$ cat src/rtl/stopwatch_pkg.sv
// Shared types and digit limits for the stopwatch MM:SS counter.
package stopwatch_pkg;

    typedef enum logic [1:0] {IDLE, RUNNING, STOPPED} sw_state_t;

    typedef logic [3:0] bcd_t;

    localparam bcd_t SEC_TENS_MAX = 4'd5;
    localparam bcd_t BCD_MAX      = 4'd9;

endpackage

$ cat src/rtl/stopwatch_counter_if.sv
// Button, timer-tick and display signals of the stopwatch counter.
interface stopwatch_counter_if;
    import stopwatch_pkg::*;

    logic start_stop;
    logic clear;
    logic second_tick;
    logic timer_enable;
    bcd_t sec_ones;
    bcd_t sec_tens;
    bcd_t min_ones;
    bcd_t min_tens;
    logic running;
    logic rollover;

    modport slave (
        input  start_stop,
        input  clear,
        input  second_tick,
        output timer_enable,
        output sec_ones,
        output sec_tens,
        output min_ones,
        output min_tens,
        output running,
        output rollover
    );

    modport master (
        output start_stop,
        output clear,
        output second_tick,
        input  timer_enable,
        input  sec_ones,
        input  sec_tens,
        input  min_ones,
        input  min_tens,
        input  running,
        input  rollover
    );

endinterface

$ cat src/rtl/stopwatch_counter_edge_detect.sv
// Rising-edge detector for an already synchronized button level.
module edge_detect (
    input  logic clk,
    input  logic n_rst,
    input  logic in,
    output logic rise
);

    logic in_q;
    logic armed;

    // armed stays low for the first edge after reset so a button held through
    // reset release is absorbed into in_q instead of producing an event.
    always_ff @(posedge clk or negedge n_rst) begin
        if (!n_rst) begin
            in_q  <= 1'b0;
            armed <= 1'b0;
        end else begin
            in_q  <= in;
            armed <= 1'b1;
        end
    end

    assign rise = in & ~in_q & armed;

endmodule

$ cat src/rtl/stopwatch_counter.sv
// Stopwatch run/stop/clear FSM with a BCD MM:SS tick accumulator.
module stopwatch_counter
    import stopwatch_pkg::*;
#(
    parameter int unsigned MAX_MINUTES = 59
) (
    input  logic                clk,
    input  logic                n_rst,
    stopwatch_counter_if.slave  sw
);

    localparam bcd_t MAX_MIN_TENS = bcd_t'(MAX_MINUTES / 10);
    localparam bcd_t MAX_MIN_ONES = bcd_t'(MAX_MINUTES % 10);

    sw_state_t state;
    bcd_t      sec_ones_q;
    bcd_t      sec_tens_q;
    bcd_t      min_ones_q;
    bcd_t      min_tens_q;
    logic      timer_enable_q;
    logic      running_q;
    logic      rollover_q;

    logic start_ev;
    logic clear_ev;
    logic count_en;
    logic sec_ones_wrap;
    logic sec_tens_wrap;
    logic min_ones_wrap;
    logic at_max_minutes;

    edge_detect u_start_edge (
        .clk   (clk),
        .n_rst (n_rst),
        .in    (sw.start_stop),
        .rise  (start_ev)
    );

    edge_detect u_clear_edge (
        .clk   (clk),
        .n_rst (n_rst),
        .in    (sw.clear),
        .rise  (clear_ev)
    );

    always_comb begin
        count_en       = (state == RUNNING) && sw.second_tick && !clear_ev;
        sec_ones_wrap  = (sec_ones_q == BCD_MAX);
        sec_tens_wrap  = (sec_tens_q == SEC_TENS_MAX);
        min_ones_wrap  = (min_ones_q == BCD_MAX);
        at_max_minutes = (min_tens_q == MAX_MIN_TENS) && (min_ones_q == MAX_MIN_ONES);
    end

    always_ff @(posedge clk or negedge n_rst) begin
        if (!n_rst) begin
            state          <= IDLE;
            sec_ones_q     <= '0;
            sec_tens_q     <= '0;
            min_ones_q     <= '0;
            min_tens_q     <= '0;
            timer_enable_q <= 1'b0;
            running_q      <= 1'b0;
            rollover_q     <= 1'b0;
        end else begin
            rollover_q <= 1'b0;
            if (clear_ev) begin
                state          <= IDLE;
                sec_ones_q     <= '0;
                sec_tens_q     <= '0;
                min_ones_q     <= '0;
                min_tens_q     <= '0;
                timer_enable_q <= 1'b0;
                running_q      <= 1'b0;
            end else begin
                // A tick sampled alongside a stop edge still counts: the
                // increment uses the pre-edge state, the transition follows.
                if (count_en) begin
                    if (!sec_ones_wrap) begin
                        sec_ones_q <= sec_ones_q + 4'd1;
                    end else begin
                        sec_ones_q <= '0;
                        if (!sec_tens_wrap) begin
                            sec_tens_q <= sec_tens_q + 4'd1;
                        end else begin
                            sec_tens_q <= '0;
                            if (at_max_minutes) begin
                                min_ones_q <= '0;
                                min_tens_q <= '0;
                                rollover_q <= 1'b1;
                            end else if (!min_ones_wrap) begin
                                min_ones_q <= min_ones_q + 4'd1;
                            end else begin
                                min_ones_q <= '0;
                                min_tens_q <= min_tens_q + 4'd1;
                            end
                        end
                    end
                end

                if (start_ev) begin
                    case (state)
                        IDLE, STOPPED: begin
                            state          <= RUNNING;
                            timer_enable_q <= 1'b1;
                            running_q      <= 1'b1;
                        end
                        RUNNING: begin
                            state          <= STOPPED;
                            timer_enable_q <= 1'b0;
                            running_q      <= 1'b0;
                        end
                        default: begin
                            state          <= IDLE;
                            timer_enable_q <= 1'b0;
                            running_q      <= 1'b0;
                        end
                    endcase
                end
            end
        end
    end

    assign sw.timer_enable = timer_enable_q;
    assign sw.running      = running_q;
    assign sw.rollover     = rollover_q;
    assign sw.sec_ones     = sec_ones_q;
    assign sw.sec_tens     = sec_tens_q;
    assign sw.min_ones     = min_ones_q;
    assign sw.min_tens     = min_tens_q;

endmodule

$ cat src/flat_wrapper.sv
// flat-port wrapper written by rule: the top's interface ports become plain ports
module stopwatch_counter_flat import stopwatch_pkg::*;
#(
    parameter int unsigned MAX_MINUTES = 59
)
  (clk, n_rst, sw_start_stop, sw_clear, sw_second_tick, sw_timer_enable, sw_sec_ones, sw_sec_tens, sw_min_ones, sw_min_tens, sw_running, sw_rollover);
  stopwatch_counter_if sw_i ();
  input  logic clk;
  input  logic n_rst;
  input wire logic [$bits(sw_i.start_stop)-1:0] sw_start_stop;
  input wire logic [$bits(sw_i.clear)-1:0] sw_clear;
  input wire logic [$bits(sw_i.second_tick)-1:0] sw_second_tick;
  output wire logic [$bits(sw_i.timer_enable)-1:0] sw_timer_enable;
  output wire logic [$bits(sw_i.sec_ones)-1:0] sw_sec_ones;
  output wire logic [$bits(sw_i.sec_tens)-1:0] sw_sec_tens;
  output wire logic [$bits(sw_i.min_ones)-1:0] sw_min_ones;
  output wire logic [$bits(sw_i.min_tens)-1:0] sw_min_tens;
  output wire logic [$bits(sw_i.running)-1:0] sw_running;
  output wire logic [$bits(sw_i.rollover)-1:0] sw_rollover;
  assign sw_i.start_stop = sw_start_stop;
  assign sw_i.clear = sw_clear;
  assign sw_i.second_tick = sw_second_tick;
  assign sw_timer_enable = sw_i.timer_enable;
  assign sw_sec_ones = sw_i.sec_ones;
  assign sw_sec_tens = sw_i.sec_tens;
  assign sw_min_ones = sw_i.min_ones;
  assign sw_min_tens = sw_i.min_tens;
  assign sw_running = sw_i.running;
  assign sw_rollover = sw_i.rollover;
  stopwatch_counter #(.MAX_MINUTES(MAX_MINUTES)) u_core (.clk(clk), .n_rst(n_rst), .sw(sw_i));
endmodule
$ cat config.mk
export PLATFORM = sky130hd
export DESIGN_NAME = stopwatch_counter_flat
export DESIGN_NICKNAME = d
export VERILOG_FILES = /design/src/rtl/stopwatch_pkg.sv /design/src/rtl/stopwatch_counter_if.sv /design/src/rtl/stopwatch_counter_edge_detect.sv /design/src/rtl/stopwatch_counter.sv /design/src/flat_wrapper.sv
export SDC_FILE = /design/constraint.sdc
export NUM_CORES = 1
export LEC_CHECK = 0
export BUFFER_PORTS_ARGS = -buffer_cell sky130_fd_sc_hd__buf_2
export CAP_MARGIN = 20
export CORE_MARGIN = 10
export CORE_UTILIZATION = 53
export DETAILED_ROUTE_END_ITERATION = 16
export PLACE_DENSITY_LB_ADDON = 0.25
export SYNTH_ARGS = -nofsm -noshare
export SYNTH_HDL_FRONTEND = slang
export SYNTH_HIERARCHICAL = 1
export SYNTH_SLANG_ARGS = --single-unit
$ cat constraint.sdc
create_clock -name clk -period 2 [get_ports clk]
set_input_delay 0.2 -clock clk [delete_from_list [all_inputs] [get_ports clk]]
set_output_delay 0.2 -clock clk [all_outputs]
set_load 0.02 [all_outputs]
==> results of run 1 <==
[flip-flops by register name, indices dropped and copies added (netlist names), 2 cells and up]
name / count
u_core/state: 2
u_core/sw.min_ones: 4
u_core/sw.min_tens: 4
u_core/sw.sec_ones: 4
u_core/sw.sec_tens: 4
[cell usage after synthesis, types with 3 or more instances]
cell type	count
nor2_1	5
inv_1	5
and3b_1	5
nand2_1	10
a21oi_1	15
dfrtp_1	23
o21ai_0	6
or3_1	8
or4_1	3
ha_1	8
[tightest hold or removal path, cell delays in order]
cell and delay, ns:
buf_2 0.10, nand3b_1 0.14, a21oi_1 0.09, nor2_1 0.09
[per-stage QoR]
stage	worst slack (ns)	instance area, µm²
6_report	0.1656	1396
5_1_grt	-0.008374	1396
4_1_cts	0.03732	1373
3_5_place_dp	0.06299	1316
3_3_place_gp	0.1518	1316
2_1_floorplan	0.1499	1194
[cells by family (layout without fill, tap and decap cells)]
group,Yosys count,in the layout,share of synthesized area (%)
other cells,2,2,0.6292
mux,1,1,0.9433
flops,23,23,48.22
xor+xnor,1,1,0.7339
fa+ha+maj,8,8,8.386
simple gates,46,46,23.80
buf+inv,12,41,5.764
compound gates,25,25,11.53
[area by class of cell]
cell class	count	share of cell area (%)
Inverter	5	1.344
Clock buffer	4	1.882
Multi-Input combinational cell	83	39.43
Timing Repair Buffer	32	13.62
Sequential cell	23	41.22
Tap cell	28	2.509
[worst max-delay path by stage]
stage                           from  cells after the start               endpoint
2_1_floorplan  u_core/sw.min_ones[1]                      7  u_core/sw.min_tens[3]
3_3_place_gp   u_core/sw.sec_ones[1]                      6  u_core/sw.min_tens[2]
3_5_place_dp   u_core/sw.sec_ones[1]                      6  u_core/sw.min_tens[2]
4_1_cts        u_core/sw.sec_ones[1]                      6  u_core/sw.min_tens[2]
5_1_grt        u_core/sw.sec_ones[1]                      6  u_core/sw.min_tens[3]
6_report       u_core/sw.min_ones[1]                      7  u_core/sw.min_tens[0]
[where the power goes]
| group | total, mW | switching, mW | internal, mW |
|---|---|---|---|
| clock network | 0.215 | 0.137 | 0.0777 |
| logic | 0.215 | 0.132 | 0.0832 |
| registers | 0.536 | 0.0353 | 0.501 |
| total | 0.967 | 0.305 | 0.662 |
[layer usage]
| metal | global-route usage [%] | vias up | wire, µm |
|---|---|---|---|
| met5 | 0 | - | 0 |
| met1 | 12.54 | 462 | 1093 |
| li1 | - | 470 | - |
| met2 | 21.92 | 13 | 1241 |
| met4 | 4.103 | 0 | 13 |
| met3 | 3.636 | 2 | 126 |
[timing repair]
action,4_1_cts,5_1_grt
endpoints found under the hold margin,25,0
gates resized for setup,0,1
endpoints found under the setup margin,0,5
hold buffers,3,0
buffers inserted,0,3
==> key figures, run 1 <==
Run status
  • Status: finished, final reports clean

Logic synthesis
  • Largest area contributor in the synthesized netlist: dfrtp_1
  • Post-synthesis cell count: 118
  • Sequential area share after synthesis: 48.22%
  • Synth Flop Type: dfrtp_1
  • EDFF count, synth: 0
  • Syn Nets: 131
  • Mean Syn Cell Area: roughly 10 µm²
  • Post-synthesis register bit count: 23
  • Synth area leaders: dfrtp_1 48%, ha_1 8.4%, a21oi_1 6.3%, or3_1 4.2%, and3b_1 3.7%
  • Synth cell types: 33
  • Async SR Flop Fraction: 100.0%
  • Top cell type's share of synthesized area: 48.22%
  • Ys Warns: 6
  • Post-synthesis cell area: approximately 1200 µm²

Routing
  • Via/cell ratio: 5.411
  • Total Wirelength: 2.475 mm
  • Remaining antenna violation count: 0
  • WL/cell: about 14 µm
  • Initial detailed-routing violation count: 24
  • DRC errors left: 0
  • DR pass1 iterations: 3
  • Via count: 947

CTS
  • CTS H-tree depth: 1
  • Clock Path Buffers: 2
  • Clock transition at path regs: 0.13 ns
  • CTS root buf: clkbuf_4
  • TritonCTS Buffers: 3
  • Worst-skew pair later-pin latency: around 0.30 ns
  • CTS tree: yes
  • Clk sinks: 23

Timing
  • Final hold slack: 0.3446 ns
  • TNS Setup: 0 ns
  • Max_slew headroom: 51.36%
  • Clock Skew: 0.002826 ns
  • Hold violation total from the final report: 0
  • Fmax: around 0.55 GHz
  • Worst Tran Pin Value: 0.7296 ns
  • Period utilization: 91.72%
  • Final Slew Violations: 0
  • Final setup vio count: 0
  • Fin crit period: 1.834 ns

Cells and area
  • Number of nets in the layout: 161
  • Synthesis-to-layout area growth: 16.98%
  • Area of the multi-input gates: about 550 µm²
  • Register area: 575.6 µm²
  • Fin util: 64.36%
  • Most frequent cells in the layout: 23 x buf_2, 23 x dfrtp_1, 15 x a21oi_1
  • Final cell count without fillers: 175
  • Layout cells sized above 1: about a quarter
  • Fill cells: 193
  • Antenna cell count: 0

Power and ir drop
  • Leak pwr: 0.6844 nW
  • Pwr dens: 692.3 nW/µm²
  • Total power: 0.9667 mW
  • VDD IR max: 0.5660 mV

Critical path
  • R2R setup slack: 0.17 ns
  • CP cell instances: inv_1 -> ha_1 -> and3b_1 -> nand4_1 -> buf_4 -> or3_1 -> a21oi_1
  • R2R depth: 7
  • Biggest fanout along the worst timing path: 8
  • Startpoint types: flop
  • Critical path arrival: roughly 2.1 ns
  • Crit path max-delay family: simple AND/OR/NAND/NOR gates
  • Crit path required time: 2.23 ns
  • Buf/Inv on CP: 2
  • Crit. End Element: flop
  • R2R Path End: u_core/sw.min_tens[0]
  • Slowest CP cell: dfrtp_1
  • Crit Path Category: flop to flop
  • Worst path max stage delay: 0.44 ns
  • Reg2reg start: u_core/sw.min_ones[1]

Die
  • Die area: 4550 µm²
  • Effective utilization at floorplan: 55.02%
  • Die width: 67.46 µm
  • I/O pin cnt: 24
  • CORE AREA: approximately 2200 µm²
  • FP Rows: 17
  • Die Height: about 67 µm

Place
  • Cells after DPL: 165
  • Gp weighted congestion: 0.8004
  • Detailed placement HPWL: 1.758 mm
  • IO Port Bufs: 23

Global routing
  • Initial antenna violation count: 0
  • All-layer global routing usage: 11.91%
  • First-pass GRT wire length: 4.319 mm
  • Vias in the first global route: around 1.0k
  • Total gr overflow: 0
  • Pin count of the biggest net entering global routing: 24

Hold path
  • Min-Delay Endpoint: u_core/sw.sec_ones[1]
  • Min-delay src: sw_second_tick
  • Hold Path Class: input pin to flop
  • Hold depth: 4

Flow run
  • Maxcap violations: 0
No activity file was read; power rests on OpenSTA's default activity.
==> run 2, diff against run 1 <==
==> constraint.sdc (replaced) <==
create_clock -name clk -period 1.9 [get_ports clk]
set_input_delay 0.19 -clock clk [delete_from_list [all_inputs] [get_ports clk]]
set_output_delay 0.19 -clock clk [all_outputs]
set_load 0.02 [all_outputs]
==> run 2 against run 1 <==
Compared with the run above:
- via count up 5.8%
- first-iteration DRC count up 29%
- sequential share of layout area down 1.3 points
- core utilization up 2.3 points
- total power up 7.3%
==> key figures, run 2 (synthesis results as in run 1) <==
Critical path
  • CP cell instances: inv_1 -> ha_1 -> and3b_2 -> nand4_1 -> or3b_2 -> a21oi_1
  • Buf/Inv on CP: 1
  • Reg2reg start: u_core/sw.min_ones[1]
  • R2R depth: 6
  • Startpoint types: flop
  • Crit path max-delay family: simple AND/OR/NAND/NOR gates
  • Levels on crit path: 6
  • R2R Path End: u_core/sw.min_tens[2]
  • CP startpoint: u_core/sw.min_ones[1]
  • Worst path max stage delay: approximately 0.49 ns
  • Crit Path Category: flop to flop
  • Crit. End Element: flop
  • Biggest fanout along the worst timing path: 8
  • Crit path required time: 2.15 ns
  • Critical Path End: u_core/sw.min_tens[2]
  • R2R setup slack: between 0.07 and 0.08 ns
  • Critical path arrival: 2.07 ns
  • Slowest CP cell: or3b_2

Cells and area
  • Number of nets in the layout: 166
  • Register area: between 500 and 600 µm²
  • Post-route cell area: 1446 µm²
  • Fill cells: ~190
  • Final cell count without fillers: 180
  • Most common cell after layout, fill and taps aside: buf_2
  • Antenna cell count: 0
  • Most frequent cells in the layout: 23 x buf_2, 22 x dfrtp_1, 14 x a21oi_1
  • Layout cells sized above 1: a little under a third
  • Fin util: between 60 and 70%
  • Area of the multi-input gates: 560.5 µm²
  • Synthesis-to-layout area growth: 21.17%

CTS
  • CTS root buf: clkbuf_4
  • TritonCTS Buffers: 3
  • Clk sinks: 23
  • Worst-skew pair later-pin latency: 0.31 ns
  • CTS tree: yes
  • Clock transition at path regs: roughly 0.13 ns
  • CTS H-tree depth: 1
  • Clock Path Buffers: 2

Global routing
  • All-layer global routing usage: 12.02%
  • First-pass GRT wire length: 4.298 mm
  • Vias in the first global route: between 1k and 1.5k
  • Initial antenna violation count: 0
  • Total gr overflow: 0
  • Pin count of the biggest net entering global routing: 24

Timing
  • Period utilization: 95.87%
  • Fmax: between 0.5 and 0.6 GHz
  • Max_slew headroom: 66.05%
  • Final Slew Violations: 0
  • Fin crit period: 1.822 ns
  • TNS Setup: 0 ns
  • Final hold slack: 0.3170 ns
  • Final Worst Setup Slack: 0.07844 ns
  • Hold violation total from the final report: 0
  • Clock Skew: 0.005306 ns
  • Final setup vio count: 0
  • Worst Tran Pin Value: 0.5092 ns

Routing
  • Via count: 1002
  • Via/cell ratio: between 5 and 6
  • DR pass1 iterations: 4
  • WL/cell: roughly 14 µm
  • DRC errors left: 0
  • Remaining antenna violation count: 0
  • Total Wirelength: 2.577 mm
  • Initial detailed-routing violation count: 31

Die
  • CORE AREA: 2170 µm²
  • FP Rows: 17
  • I/O pin cnt: 24
  • Die area: roughly 4600 µm²
  • Die width: between 60 and 70 µm
  • Die Height: a little under 70 µm
  • Effective utilization at floorplan: 55.02%

Power and ir drop
  • Pwr dens: ~700 nW/µm²
  • Total power: 1.037 mW
  • VDD IR max: 0.6289 mV
  • Leak pwr: 0.7122 nW

Place
  • Detailed placement HPWL: roughly 1.9 mm
  • Cells after DPL: 168
  • Pre-CTS WS: 0.02811 ns
  • Gp weighted congestion: around 0.77
  • IO Port Bufs: 23
  • Area after DPL: between 1000 and 1500 µm²

Flow run
  • Maxcap violations: 0

Run status
  • Status: finished, final reports clean

Hold path
  • Hold Path Class: input pin to flop
run 2: changes by cell type in the layout (fill, tap and decap cells not counted), sizes merged:
| cell | previous run | this run |
|---|---|---|
| buf | 29 | 34 |
| clkinv | 0 | 1 |
| clkbuf | 4 | 3 |
run 2: worst min-delay path by stage:
stage / endpoint / cells past startpoint / start / slack [ns]
floorplan: u_core/state[0] / 0 / n_rst / -0.11
global placement: u_core/sw.sec_ones[2] / 1 / n_rst / 0.19
detailed placement: u_core/sw.sec_tens[3] / 1 / n_rst / 0.19
CTS: u_core/sw.sec_ones[0] / 4 / sw_second_tick / 0.30
global route: u_core/sw.sec_ones[0] / 4 / sw_second_tick / 0.34
finish: u_core/sw.sec_ones[0] / 4 / sw_second_tick / 0.32
run 2: power by group:
group	internal (mW)	switching, mW	leakage, nW	total [mW]
Combinational	0.103	0.149	0.388	0.252
Sequential	0.527	0.0323	0.307	0.559
Clock	0.0786	0.148	0.0177	0.226
Total	0.708	0.329	0.712	1.04
run 2: timing repair:
action | 4_1_cts | 5_1_grt
setup buffers | 0 | 5
resized for setup | 1 | 4
hold buffers | 3 | 0
endpoints found under the setup margin | 1 | 2
endpoints found under the hold margin | 25 | 0
pin swaps | 0 | 1
run 2: routing by layer:
metal	wire (µm)	global-route usage [%]
met1	1047	12.27
met2	1370	22.99
met3	132	3.306
met4	27	3.846
met5	0	0
run 2: final cells by class:
type                       instances  area share [%]
clock buffer                       3           1.557
clock inverter                     1          0.3460
inverter                           5           1.298
multi-input combinational         83           38.75
sequential                        23           39.88
tap                               28           2.422
timing repair buffer              37           15.74
run 2: worst register-to-register path, delay by kind of cell (launching register included):
family | cells | cell delay [ns]
AO/OA/AOI/OAI | 1 | 0.14
flip-flops | 1 | 0.43
adder cells (fa/ha/maj) | 1 | 0.14
buffers and inverters | 1 | 0.08
AND/OR/NAND/NOR | 3 | 0.96
